**src/rtl/cond_exec_stage_if.sv**
```systemverilog
// Decode-to-execute control bundle for the conditional-execution stage.
// The master drives the decoded D-stage word and ALU flags, and the slave returns the gated E-stage controls.
interface cond_exec_stage_if;
  logic       StallE;
  logic       FlushE;
  logic [3:0] CondD;
  logic       PCSrcD;
  logic       RegWriteD;
  logic       MemWriteD;
  logic       MemtoRegD;
  logic       ALUSrcD;
  logic       BranchD;
  logic [1:0] FlagWriteD;
  logic [5:0] ALUControlD;
  logic [3:0] ALUFlags;
  logic [5:0] ALUControlE;
  logic       ALUSrcE;
  logic       MemtoRegE;
  logic [3:0] FlagsE;
  logic       CondExE;
  logic       PCSrcE;
  logic       RegWriteE;
  logic       MemWriteE;
  logic       BranchTakenE;
  logic       LinkE;

  modport master (
    output StallE, FlushE, CondD, PCSrcD, RegWriteD, MemWriteD, MemtoRegD,
           ALUSrcD, BranchD, FlagWriteD, ALUControlD, ALUFlags,
    input  ALUControlE, ALUSrcE, MemtoRegE, FlagsE, CondExE, PCSrcE,
           RegWriteE, MemWriteE, BranchTakenE, LinkE
  );

  modport slave (
    input  StallE, FlushE, CondD, PCSrcD, RegWriteD, MemWriteD, MemtoRegD,
           ALUSrcD, BranchD, FlagWriteD, ALUControlD, ALUFlags,
    output ALUControlE, ALUSrcE, MemtoRegE, FlagsE, CondExE, PCSrcE,
           RegWriteE, MemWriteE, BranchTakenE, LinkE
  );
endinterface

```
**src/rtl/cond_exec_stage.sv**
```systemverilog
// E-stage control register with condition evaluation, NZCV ownership and branch/link decode.
// Every side effect of the instruction in E is gated by its condition result.
module cond_exec_stage (
  input logic              clk,
  input logic              reset,
  cond_exec_stage_if.slave bus
);
  localparam logic [3:0] COND_AL = 4'b1110;
  localparam logic [5:0] OP_B    = 6'b010000;
  localparam logic [5:0] OP_BL   = 6'b010001;
  localparam logic [5:0] OP_CBZ  = 6'b010010;
  localparam logic [5:0] OP_CBNZ = 6'b010011;

  logic [3:0] condE;
  logic       pcSrcReg;
  logic       regWriteReg;
  logic       memWriteReg;
  logic       memtoRegE;
  logic       aluSrcE;
  logic       branchReg;
  logic [1:0] flagWriteReg;
  logic [5:0] aluControlE;
  logic [3:0] nzcv;
  logic       condEx;
  logic       taken;

  function automatic logic condPass(input logic [3:0] cond, input logic [3:0] flags);
    logic n, z, c, v;
    logic pass;
    {n, z, c, v} = flags;
    case (cond)
      4'b0000: pass = z;
      4'b0001: pass = ~z;
      4'b0010: pass = c;
      4'b0011: pass = ~c;
      4'b0100: pass = n;
      4'b0101: pass = ~n;
      4'b0110: pass = v;
      4'b0111: pass = ~v;
      4'b1000: pass = c & ~z;
      4'b1001: pass = ~c | z;
      4'b1010: pass = (n == v);
      4'b1011: pass = (n != v);
      4'b1100: pass = ~z & (n == v);
      4'b1101: pass = z | (n != v);
      default: pass = 1'b1;
    endcase
    return pass;
  endfunction

  // D -> E register: flush beats stall, and a bubble is an always-execute no-op
  always_ff @(posedge clk or negedge reset) begin
    if (!reset) begin
      condE        <= COND_AL;
      pcSrcReg     <= 1'b0;
      regWriteReg  <= 1'b0;
      memWriteReg  <= 1'b0;
      memtoRegE    <= 1'b0;
      aluSrcE      <= 1'b0;
      branchReg    <= 1'b0;
      flagWriteReg <= 2'b00;
      aluControlE  <= 6'd0;
    end else if (bus.FlushE) begin
      condE        <= COND_AL;
      pcSrcReg     <= 1'b0;
      regWriteReg  <= 1'b0;
      memWriteReg  <= 1'b0;
      memtoRegE    <= 1'b0;
      aluSrcE      <= 1'b0;
      branchReg    <= 1'b0;
      flagWriteReg <= 2'b00;
      aluControlE  <= 6'd0;
    end else if (!bus.StallE) begin
      condE        <= bus.CondD;
      pcSrcReg     <= bus.PCSrcD;
      regWriteReg  <= bus.RegWriteD;
      memWriteReg  <= bus.MemWriteD;
      memtoRegE    <= bus.MemtoRegD;
      aluSrcE      <= bus.ALUSrcD;
      branchReg    <= bus.BranchD;
      flagWriteReg <= bus.FlagWriteD;
      aluControlE  <= bus.ALUControlD;
    end
  end

  // NZCV commits only as the instruction leaves E, so a stalled one writes exactly once
  always_ff @(posedge clk or negedge reset) begin
    if (!reset) begin
      nzcv <= 4'b0000;
    end else if (condEx && !bus.StallE) begin
      if (flagWriteReg[1]) nzcv[3:2] <= bus.ALUFlags[3:2];
      if (flagWriteReg[0]) nzcv[1:0] <= bus.ALUFlags[1:0];
    end
  end

  assign condEx = condPass(condE, nzcv);

  always_comb begin
    taken = 1'b0;
    case (aluControlE)
      OP_B, OP_BL: taken = condEx;
      OP_CBZ:      taken = condEx & bus.ALUFlags[2];
      OP_CBNZ:     taken = condEx & ~bus.ALUFlags[2];
      default:     taken = 1'b0;
    endcase
  end

  assign bus.ALUControlE  = aluControlE;
  assign bus.ALUSrcE      = aluSrcE;
  assign bus.MemtoRegE    = memtoRegE;
  assign bus.FlagsE       = nzcv;
  assign bus.CondExE      = condEx;
  assign bus.PCSrcE       = pcSrcReg & condEx;
  assign bus.RegWriteE    = regWriteReg & condEx;
  assign bus.MemWriteE    = memWriteReg & condEx;
  assign bus.BranchTakenE = branchReg & taken;
  assign bus.LinkE        = branchReg & condEx & (aluControlE == OP_BL);
endmodule

```
**src/flat_wrapper.sv**
```systemverilog
// flat-port wrapper written by rule: the top's interface ports become plain ports
module cond_exec_stage_flat 
  (clk, reset, bus_StallE, bus_FlushE, bus_CondD, bus_PCSrcD, bus_RegWriteD, bus_MemWriteD, bus_MemtoRegD, bus_ALUSrcD, bus_BranchD, bus_FlagWriteD, bus_ALUControlD, bus_ALUFlags, bus_ALUControlE, bus_ALUSrcE, bus_MemtoRegE, bus_FlagsE, bus_CondExE, bus_PCSrcE, bus_RegWriteE, bus_MemWriteE, bus_BranchTakenE, bus_LinkE);
  cond_exec_stage_if bus_i ();
  input logic clk;
  input logic reset;
  input wire logic [$bits(bus_i.StallE)-1:0] bus_StallE;
  input wire logic [$bits(bus_i.FlushE)-1:0] bus_FlushE;
  input wire logic [$bits(bus_i.CondD)-1:0] bus_CondD;
  input wire logic [$bits(bus_i.PCSrcD)-1:0] bus_PCSrcD;
  input wire logic [$bits(bus_i.RegWriteD)-1:0] bus_RegWriteD;
  input wire logic [$bits(bus_i.MemWriteD)-1:0] bus_MemWriteD;
  input wire logic [$bits(bus_i.MemtoRegD)-1:0] bus_MemtoRegD;
  input wire logic [$bits(bus_i.ALUSrcD)-1:0] bus_ALUSrcD;
  input wire logic [$bits(bus_i.BranchD)-1:0] bus_BranchD;
  input wire logic [$bits(bus_i.FlagWriteD)-1:0] bus_FlagWriteD;
  input wire logic [$bits(bus_i.ALUControlD)-1:0] bus_ALUControlD;
  input wire logic [$bits(bus_i.ALUFlags)-1:0] bus_ALUFlags;
  output wire logic [$bits(bus_i.ALUControlE)-1:0] bus_ALUControlE;
  output wire logic [$bits(bus_i.ALUSrcE)-1:0] bus_ALUSrcE;
  output wire logic [$bits(bus_i.MemtoRegE)-1:0] bus_MemtoRegE;
  output wire logic [$bits(bus_i.FlagsE)-1:0] bus_FlagsE;
  output wire logic [$bits(bus_i.CondExE)-1:0] bus_CondExE;
  output wire logic [$bits(bus_i.PCSrcE)-1:0] bus_PCSrcE;
  output wire logic [$bits(bus_i.RegWriteE)-1:0] bus_RegWriteE;
  output wire logic [$bits(bus_i.MemWriteE)-1:0] bus_MemWriteE;
  output wire logic [$bits(bus_i.BranchTakenE)-1:0] bus_BranchTakenE;
  output wire logic [$bits(bus_i.LinkE)-1:0] bus_LinkE;
  assign bus_i.StallE = bus_StallE;
  assign bus_i.FlushE = bus_FlushE;
  assign bus_i.CondD = bus_CondD;
  assign bus_i.PCSrcD = bus_PCSrcD;
  assign bus_i.RegWriteD = bus_RegWriteD;
  assign bus_i.MemWriteD = bus_MemWriteD;
  assign bus_i.MemtoRegD = bus_MemtoRegD;
  assign bus_i.ALUSrcD = bus_ALUSrcD;
  assign bus_i.BranchD = bus_BranchD;
  assign bus_i.FlagWriteD = bus_FlagWriteD;
  assign bus_i.ALUControlD = bus_ALUControlD;
  assign bus_i.ALUFlags = bus_ALUFlags;
  assign bus_ALUControlE = bus_i.ALUControlE;
  assign bus_ALUSrcE = bus_i.ALUSrcE;
  assign bus_MemtoRegE = bus_i.MemtoRegE;
  assign bus_FlagsE = bus_i.FlagsE;
  assign bus_CondExE = bus_i.CondExE;
  assign bus_PCSrcE = bus_i.PCSrcE;
  assign bus_RegWriteE = bus_i.RegWriteE;
  assign bus_MemWriteE = bus_i.MemWriteE;
  assign bus_BranchTakenE = bus_i.BranchTakenE;
  assign bus_LinkE = bus_i.LinkE;
  cond_exec_stage u_core (.clk(clk), .reset(reset), .bus(bus_i));
endmodule
```
**config.mk**
```make
export PLATFORM = sky130hd
export DESIGN_NAME = cond_exec_stage_flat
export DESIGN_NICKNAME = d
export VERILOG_FILES = /design/src/rtl/cond_exec_stage_if.sv /design/src/rtl/cond_exec_stage.sv /design/src/flat_wrapper.sv
export SDC_FILE = /design/constraint.sdc
export NUM_CORES = 1
export LEC_CHECK = 0
export ABC_CLOCK_PERIOD_IN_PS = 2100
export BUFFER_PORTS_ARGS = -buffer_cell sky130_fd_sc_hd__buf_4
export CAP_MARGIN = 0
export CORE_ASPECT_RATIO = 1.75
export CORE_MARGIN = 2
export CORE_UTILIZATION = 48
export CTS_CLUSTER_DIAMETER = 80
export DETAILED_ROUTE_END_ITERATION = 16
export PLACE_DENSITY = 0.77
export SLEW_MARGIN = 25
export SYNTH_ARGS = -nofsm -noshare
export SYNTH_HDL_FRONTEND = slang
export SYNTH_SLANG_ARGS = --single-unit
```
**constraint.sdc**
```tcl
create_clock -name clk -period 2.1 [get_ports clk]
set_input_delay 0.105 -clock clk [delete_from_list [all_inputs] [get_ports clk]]
set_output_delay 0.105 -clock clk [all_outputs]
set_load 0.02 [all_outputs]
```
# Word level (Yosys, flattened, before mapping)
# Index checks and enable logic that the tools add are counted.
totals:
  output_inout_bits: 18
  ff_bits: 22
  elab_cells: 74
op_classes:
  bitwise_logic: 17
  mux: 20
  reduce_logical: 6
  n_eq_ne: 20
ops:
  columns: ["op", "n"]
  rows:
  - ["$eq A4 B4 Y1 const B", 6]
  - ["$eq A6 B5 Y1 const B", 4]
  - ["$eq A4 B3 Y1 const B", 4]
  - ["$pmux W1 S14", 1]
  - ["$mux W1", 12]
  - ["$mux W6", 2]
  - ["$and A1 B1 Y1", 10]
  - ["$eq A4 B2 Y1 const B", 2]
  - ["$mux W4", 2]
  - ["$not A1 Y1", 5]
  - ["$eq A4 B1 Y1 const B", 1]
  - ["$logic_not A4 Y1", 1]
  - ["$mux W2", 2]
  - ["$reduce_and A2 Y1", 2]
  - ["$pmux W1 S3", 1]
  - ["$ne A2 B1 Y1 const B", 1]
  - ["$or A1 B1 Y1", 2]
  - ["$reduce_or A2 Y1", 1]
  - ["$eq A1 B1 Y1", 1]
  - ["$logic_and A1 B1 Y1", 1]
  - ["$logic_not A1 Y1", 1]
  - ["$ne A1 B1 Y1", 1]

# Longest topological paths before layout
# Gate-level depths: netlist (run 1).
logic_depth:
  ltp_word: 6
  depth_mapped: 6

# Worst setup path before layout (run 1)
# No wires, ideal clock.
synth_timing:
  path_type: "reg2out"
  startpoint: "register u_core.condE[3]"
  endpoint: "output port bus_LinkE"
  setup_slack_ns: -0.107
  arrival_ns: 2.102
  t_required_ns: 1.995
  path_stages_with_launch: 6
  cell_sequence: "dfstp_2 -> buf_4 -> or3b_1 -> mux2i_2 -> nor3_2 -> nor4_1"
synth_via:
  elab_chain_len: 4
  elab_cells_between_ends: 17
synth_rtl:
  columns: ["element", "line_no", "source"]
  rows:
  - ["from (decl)", "cond_exec_stage.sv:14", "logic [3:0] condE;"]
  - ["from (signal assigned)", "cond_exec_stage.sv:74", "condE <= bus.CondD;"]
  - ["$eq A4 B4 Y1, or another cell as far along", "cond_exec_stage.sv:31", "case (cond)"]
  - ["$pmux W1 S14 *", "cond_exec_stage.sv:31", null]
  - ["$and A1 B1 Y1 * (2 in series)", "cond_exec_stage.sv:117", "assign bus.LinkE = branchReg & condEx & (aluControlE == OP_BL);"]
  - ["to (decl)", "flat_wrapper.sv:28", "output wire logic [$bits(bus_i.LinkE)-1:0] bus_LinkE;"]
# Mark *: on every way between the ends. The rest lies on a longest branch, timed or not.

# Final worst setup path (run 1)
layout_timing:
  startpoint: "register u_core.condE[3]"
  endpoint: "output port bus_RegWriteE"
layout_via:
  elab_chain_len: 3
  elab_cells_between_ends: 16
layout_rtl:
  columns: ["element", "line_no", "source"]
  rows:
  - ["$eq A4 B4 Y1, or another cell as far along", "cond_exec_stage.sv:31", null]
  - ["$pmux W1 S14 *", "cond_exec_stage.sv:31", null]
  - ["$and A1 B1 Y1 *", "cond_exec_stage.sv:114", "assign bus.RegWriteE = regWriteReg & condEx;"]
  - ["to (decl)", "flat_wrapper.sv:25", "output wire logic [$bits(bus_i.RegWriteE)-1:0] bus_RegWriteE;"]
# Marks and branches as above.

==> out/qor.tcl, run 1 <==
set qor(clkLatencyLatePin_ps) 250
set qor(top_fanout_value_on_the_critical_path) 7
set qor(final_cell_mix) {sky130_fd_sc_hd__buf_4, sky130_fd_sc_hd__dfrtp_1, sky130_fd_sc_hd__mux2i_1}
set qor(overall_power_mw) 1.28
set qor(initial_utilization_pct) 50.9
set qor(via_count) 1004
set qor(timing.max_cap.violations) 0
set qor(fp-row-count) 23
set qor(criticalPathCategory) {flip-flop to output port}
set qor(io_buffers) 43
set qor(core_region_um2) 2330
set qor(cts-buffers-inserted) 3
set qor(yosysUniqueCellTypes) 36
set qor(fin_hold_ws_ps) 68.3
set qor(routed_wirelength_um) 2850
set qor(fillers) 175
set qor(slew_limit_headroom_pct) 80.9
set qor(cell_types_with_the_largest_area_share_after_synthesis) {sky130_fd_sc_hd__dfrtp_1, sky130_fd_sc_hd__mux2i_1, sky130_fd_sc_hd__dfstp_2}
set qor(number_of_cells_in_the_finished_layout_apart_from_fillers) 181
set qor(yosys_most_used_dff) {sky130_fd_sc_hd__dfrtp_1}
set qor(grt.met2_usage_pct) 41.3
set qor(worstReg2RegStart) {u_core.condE[1]}
set qor(clk_root_buffer_cell) {sky130_fd_sc_hd__clkbuf_8}
set qor(mostFrequentLayoutCell) {sky130_fd_sc_hd__buf_4}
set qor(final_core_utilization_pct) 73.8
set qor(routed_via_density) 5.55
set qor(max_slew.worst_pin.slew_ps) 285
set qor(dp.final_hpwl_um) 2040
set qor(post_drt_wl_per_cell_um) 15.7
set qor(final-max-slew-violation-count) 0
set qor(mappedNetlistArea_um2) 1190
set qor(drt_first_iter_violations) 13
set qor(power-per-cell-area_nw_per_um2) 742
set qor(num-nets-final) 183
set qor(timing.rr.end) {u_core.bus.FlagsE[0]}
set qor(reg2reg_depth) 6
set qor(worst_path_dominant_cell_family) {flip-flops}
set qor(grt_antenna_before_repair) 0
set qor(p_leak_nw) 0.831
set qor(async_reset_ff_share_pct) 100
set qor(cp_num_buf_inv) 3
set qor(setup-violations-final) 7
set qor(synth_top_area_share_pct) 40.0
set qor(synth_edf_count) 0
set qor(yosys_register_bits) 22
set qor(failed_checks) {negative setup slack}
set qor(grt_setup_unrepaired) {true}
set qor(grt_overflow) 0
set qor(dpl.cell_count) 167
set qor(finalClockSkew_ps) 3.35
set qor(cp_common_cell) {sky130_fd_sc_hd__buf_6}
set qor(grt_pass1_wl_um) 5130
set qor(avgSynthCellArea_um2) 11.3
set qor(io_pins) 44
set qor(global_route.peak_usage_layer) {met2}
set qor(drt-pass1-iter-count) 3
set qor(synth_area_leader_cell) {sky130_fd_sc_hd__dfrtp_1}
set qor(die_area_um2) 2900
set qor(number_of_global_route_vias_before_repair) 1121
set qor(cp-end-kind) {output port}
set qor(synthesis.yosys.warnings) 0
set qor(grt_start_max_net_pins) 23
set qor(final.setup.worst_slack_ps) -53.8
set qor(groute.layer.met1.usage_pct) 23.8
set qor(critPathCapture) {bus_RegWriteE}
set qor(holdCritPathClass) {input port to flip-flop}
set qor(clkSlewWorstSetupHoldPaths_ps) 80
set qor(synthesis.nets) 131
set qor(fin_setup_tns_ps) -253
set qor(finalHoldViolations) 0
set qor(cpPeakStageDelay_ps) 600
set qor(ctsHtreeMaxLevel) 1
set qor(outcome) {complete, but fails checks}
set qor(post-route-drc-count) 0
set qor(cp-start-kind) {flip-flop}
set qor(post-route-period-util_pct) 103
set qor(track_usage_pct) 22.4
set qor(worst_path_max_delay_cell) {sky130_fd_sc_hd__dfstp_2}
set qor(place_congestion) 0.836
set qor(sequential_cell_area_um2) 556
set qor(yosysSeqAreaShare_pct) 46.7
set qor(multiInputGateArea_um2) 661
set qor(worst_ep_arrival_time_ps) 2050
set qor(r2r_slack_ps) -40
set qor(ant_nets) 0
set qor(finalWorstPathRequiredPeriod_ps) 2150
set qor(met3_usage_pct) 3.39
set qor(critPathLaunch) {u_core.condE[3]}
set qor(fmax_mhz) 464
set qor(dieWidth_um) 41.6
set qor(die_h_um) 69.8
set qor(num_antenna_cells) 0
set qor(hold_start) {bus_ALUFlags[1]}
set qor(cts.sink_count) 22
set qor(clock_path_buffers) 2
set qor(power.ir.vdd_worst_mv) 0.579
set qor(clock_tree_from_tritoncts) {built}
set qor(area.growth.synth_to_final_pct) 44.8
set qor(cell_chain_critical_path) {buf_6 > nor4bb_2 > o31a_1 > nor3_4 > buf_6 > nor2b_1 > buf_4}
set qor(crit_required_ps) 2000
set qor(mapped_cells) 105
set qor(path_depth) 7
set qor(drive_above_1_share_pct) 46.8
-- repair_timing --
item,in CTS,in global routing
pin swaps,7,0
setup endpoints to repair,8,10
endpoints found under the hold margin,22,0
resized for setup,12,1
buffers inserted,9,0
hold buffers,1,0
-- Yosys cell counts (2+ instances only) --
cell and n:
sky130_fd_sc_hd__a211o_1 3, sky130_fd_sc_hd__buf_4 3, sky130_fd_sc_hd__clkbuf_1 2, sky130_fd_sc_hd__dfrtp_1 19, sky130_fd_sc_hd__dfstp_2 3, sky130_fd_sc_hd__inv_1 2, sky130_fd_sc_hd__mux2_1 4, sky130_fd_sc_hd__mux2i_1 17
sky130_fd_sc_hd__nand2_1 4, sky130_fd_sc_hd__nor2_1 15, sky130_fd_sc_hd__nor2b_1 4, sky130_fd_sc_hd__nor3_1 2, sky130_fd_sc_hd__nor3b_1 2, sky130_fd_sc_hd__o311ai_2 2, sky130_fd_sc_hd__xnor2_1 2
-- worst min-delay path by stage --
stage          slack [ps]                   end  depth (start not counted)
2_1_floorplan        -190      u_core.branchReg                          0
3_3_place_gp            6  u_core.bus.MemtoRegE                          1
3_5_place_dp           10  u_core.bus.MemtoRegE                          1
4_1_cts                50  u_core.bus.FlagsE[0]                          2
5_1_grt                60  u_core.bus.FlagsE[1]                          2
6_report               70  u_core.bus.FlagsE[1]                          2
-- routing by layer --
metal	share of wire [%]	vias to the layer above	routed length, µm
met2	59	30	1670
met5	0	-	0
met1	34	495	982
met4	3.6	0	102
li1	-	469	-
met3	3.3	10	95
-- power breakdown --
group | switching (mW) | total, mW | internal (mW)
sequential | 0.0669 | 0.544 | 0.477
combinational | 0.226 | 0.469 | 0.243
clock | 0.129 | 0.264 | 0.135
total | 0.421 | 1.28 | 0.855
-- kinds of logic (layout without fill, tap and decap cells) --
group                     after synthesis  in the layout  share of synthesized area (%)
and+or+nand+nor                        39             39                           18.4
muxes                                  22             22                           19.3
DFF                                    22             22                           46.7
AOI/OAI and AO/OA                      10             10                           9.48
buffers and inverters                   9             60                           3.90
xor gates and xnor gates                3              3                           2.21
-- flip-flops by register name (all words and copies together) (netlist names) --
name	cells
u_core.bus.ALUControlE	6
u_core.bus.ALUSrcE	1
u_core.bus.FlagsE	4
u_core.bus.MemtoRegE	1
u_core.pcSrcReg	1
u_core.condE	4
u_core.branchReg	1
u_core.regWriteReg	1
u_core.flagWriteReg	2
u_core.memWriteReg	1
-- layout make-up --
type | instances | share of cell area [%]
multi-input cells | 74 | 38.4
flip-flops and latches | 22 | 32.3
repair buffers | 54 | 24.4
clock buffers | 4 | 2.62
well taps | 25 | 1.82
inverters | 2 | 0.437
-- per-stage QoR --
| step | area (µm²) | setup WS [ps] |
|---|---|---|
| after floorplan | 1190 | 49.5 |
| after global placement | 1520 | 73.2 |
| after detailed placement | 1520 | -18.6 |
| after CTS | 1720 | -54.6 |
| after global routing | 1720 | -163 |
| final | 1720 | -53.8 |
Note: power is estimated with default switching activity, not from simulation.
==> run 2, diff against run 1 <==
ABC_CLOCK_PERIOD_IN_PS = 1900   (was 2100)
CORE_UTILIZATION = 43   (was 48)
PLACE_DENSITY = 0.73   (was 0.77)
clock period = 1.9 ns   (was 2.1 ns; I/O delays follow)
==> run 2 against run 1 <==
  * Core utilization is 7.9 points lower
  * Critical path depth up 1
  * Worst hold slack worse by 29 ps
  * Global-route usage shrank 1.1 points
  * Die area up 11%
  * The flow still finishes with violations (negative setup slack)
  * Flip-flop and latch count did not move
  * Via count about the same
  * Register-to-register slack got worse by 160 ps
  * Clock skew fell by 1.1 ps
  * Largest power group unchanged
  * Combinational power up 17%
  * Clock power grew 10%
  * Routed wire length is 6.5% higher
==> out/qor.tcl, run 2 (synthesis results as in run 1) <==
set qor(mostFrequentLayoutCell) {sky130_fd_sc_hd__buf_4}
set qor(largest_register_ffs) 6
set qor(dpl-instance-area_um2) 1590
set qor(drive_above_1_share_pct) 48.8
set qor(clkSlewWorstSetupHoldPaths_ps) 70
set qor(dp.final_hpwl_um) 2140
set qor(holdCritPathClass) {input port to flip-flop}
set qor(drt-pass1-iter-count) 4
set qor(fin_setup_tns_ps) -2180
set qor(cts.sink_count) 22
set qor(cp-end-kind) {output port}
set qor(io_pins) 44
set qor(clock_path_buffers) 2
set qor(routed_wirelength_um) 3030
set qor(crit_required_ps) 1800
set qor(grt_antenna_before_repair) 0
set qor(final.setup.worst_slack_ps) -274
set qor(critPathLaunch) {u_core.condE[1]}
set qor(timing.rr.end) {u_core.bus.FlagsE[3]}
set qor(finalClockSkew_ps) 2.21
set qor(fin_hold_ws_ps) 39.2
set qor(timing.max_cap.violations) 0
set qor(r2r_slack_ps) -200
set qor(place_congestion) 0.889
set qor(hold_depth) 2
set qor(outcome) {complete, but fails checks}
set qor(num-nets-final) 187
set qor(io_buffers) 43
set qor(power-per-cell-area_nw_per_um2) 826
set qor(final_cell_mix) {sky130_fd_sc_hd__buf_4, sky130_fd_sc_hd__dfrtp_1, sky130_fd_sc_hd__mux2i_1}
set qor(top_fanout_value_on_the_critical_path) 3
set qor(initial_utilization_pct) 44.7
set qor(fp-row-count) 25
set qor(die_area_um2) 3210
set qor(setup-violations-final) 10
set qor(hold_path_end) {u_core.bus.FlagsE[0]}
set qor(ant_nets) 0
set qor(number_of_cells_in_the_finished_layout_apart_from_fillers) 187
set qor(post_drt_wl_per_cell_um) 16.2
set qor(criticalPathCategory) {flip-flop to output port}
set qor(post-route-period-util_pct) 114
set qor(reg2reg_depth) 6
set qor(finalHoldViolations) 0
set qor(die_h_um) 73.5
set qor(power.ir.vdd_worst_mv) 0.561
set qor(sequential_cell_area_um2) 554
set qor(fillers) 204
set qor(post-route-drc-count) 0
set qor(dpl.cell_count) 175
set qor(failed_checks) {negative setup slack}
set qor(clk_root_buffer_cell) {sky130_fd_sc_hd__clkbuf_8}
set qor(worstReg2RegStart) {u_core.condE[3]}
set qor(num_antenna_cells) 0
set qor(track_usage_pct) 21.3
set qor(worst_ep_arrival_time_ps) 2080
set qor(area.growth.synth_to_final_pct) 47.5
set qor(fmax_mhz) 460
set qor(via_count) 1005
set qor(grt_pass1_wl_um) 4960
set qor(slew_limit_headroom_pct) 80.7
set qor(max_slew.worst_pin.slew_ps) 285
set qor(core_region_um2) 2660
set qor(hold_start) {bus_ALUFlags[0]}
set qor(grt_start_max_net_pins) 23
set qor(ctsHtreeMaxLevel) 1
set qor(final_area_um2) 1750
set qor(grt_overflow) 0
set qor(routed_via_density) 5.37
set qor(finalWorstPathRequiredPeriod_ps) 2170
set qor(cts-buffers-inserted) 3
set qor(number_of_global_route_vias_before_repair) 1098
set qor(grt_setup_unrepaired) {true}
set qor(multiInputGateArea_um2) 668
set qor(drt_first_iter_violations) 7
set qor(dieWidth_um) 43.7
set qor(cp-start-kind) {flip-flop}
set qor(dp_worst_setup_slack_ps) -93.0
set qor(clkLatencyLatePin_ps) 260
set qor(p_leak_nw) 0.840
set qor(clock_tree_from_tritoncts) {built}
set qor(final-max-slew-violation-count) 0
run 2: changes by cell type in the layout (fill, tap and decap cells not counted), sizes merged:
cell	previous run	this run
buf	53	57
run 2: worst max path at each step:
stage	cells past startpoint	endpoint	slack, ps
detailed placement	5	u_core.bus.FlagsE[1]	-90
finish	8	bus_CondExE	-270
CTS	8	bus_LinkE	-280
global route	7	bus_BranchTakenE	-360
floorplan	5	bus_CondExE	-7
global placement	6	u_core.bus.FlagsE[1]	-30
run 2: repair_timing:
action,in CTS,in global routing
hold buffers,1,0
endpoints found under the setup margin,10,10
endpoints found under the hold margin,22,0
resized for setup,8,5
buffers inserted,5,4
pin swaps,2,4
run 2: cell type report:
type | instances | share of cell area, %
Timing Repair Buffer | 58 | 25.3
Sequential cell | 22 | 31.6
Tap cell | 27 | 1.93
Clock buffer | 4 | 2.57
Multi-Input combinational cell | 74 | 38.1
Inverter | 2 | 0.429
run 2: stage by stage:
step / power (mW) / util [%]
after floorplan: 0.872 / -
after global placement: 1.06 / 59.6
after detailed placement: 1.07 / 59.6
after CTS: 1.43 / 64.8
after global routing: 1.52 / 65.9
final: 1.45 / 65.9
run 2: critical path, cell delays in order (launching register included):
cell,delay (ps)
sky130_fd_sc_hd__dfstp_2,560
sky130_fd_sc_hd__mux2i_2,230
sky130_fd_sc_hd__mux2i_1,230
sky130_fd_sc_hd__o211ai_2,140
sky130_fd_sc_hd__nor3_4,250
sky130_fd_sc_hd__buf_6,160
sky130_fd_sc_hd__buf_4,110
sky130_fd_sc_hd__inv_2,30
sky130_fd_sc_hd__buf_6,110
run 2: power by group:
part	switching [mW]	internal, mW	leakage (nW)
clock network	0.142	0.149	0.0228
logic	0.266	0.282	0.538
registers	0.0802	0.527	0.279
run 2: layer usage:
layer	part of all wire, %	global-route usage [%]	wire (µm)
met1	33	23.2	1020
met2	59	38.2	1790
met3	4.6	3.44	140
met4	2.8	10.4	86
met5	0	0	0
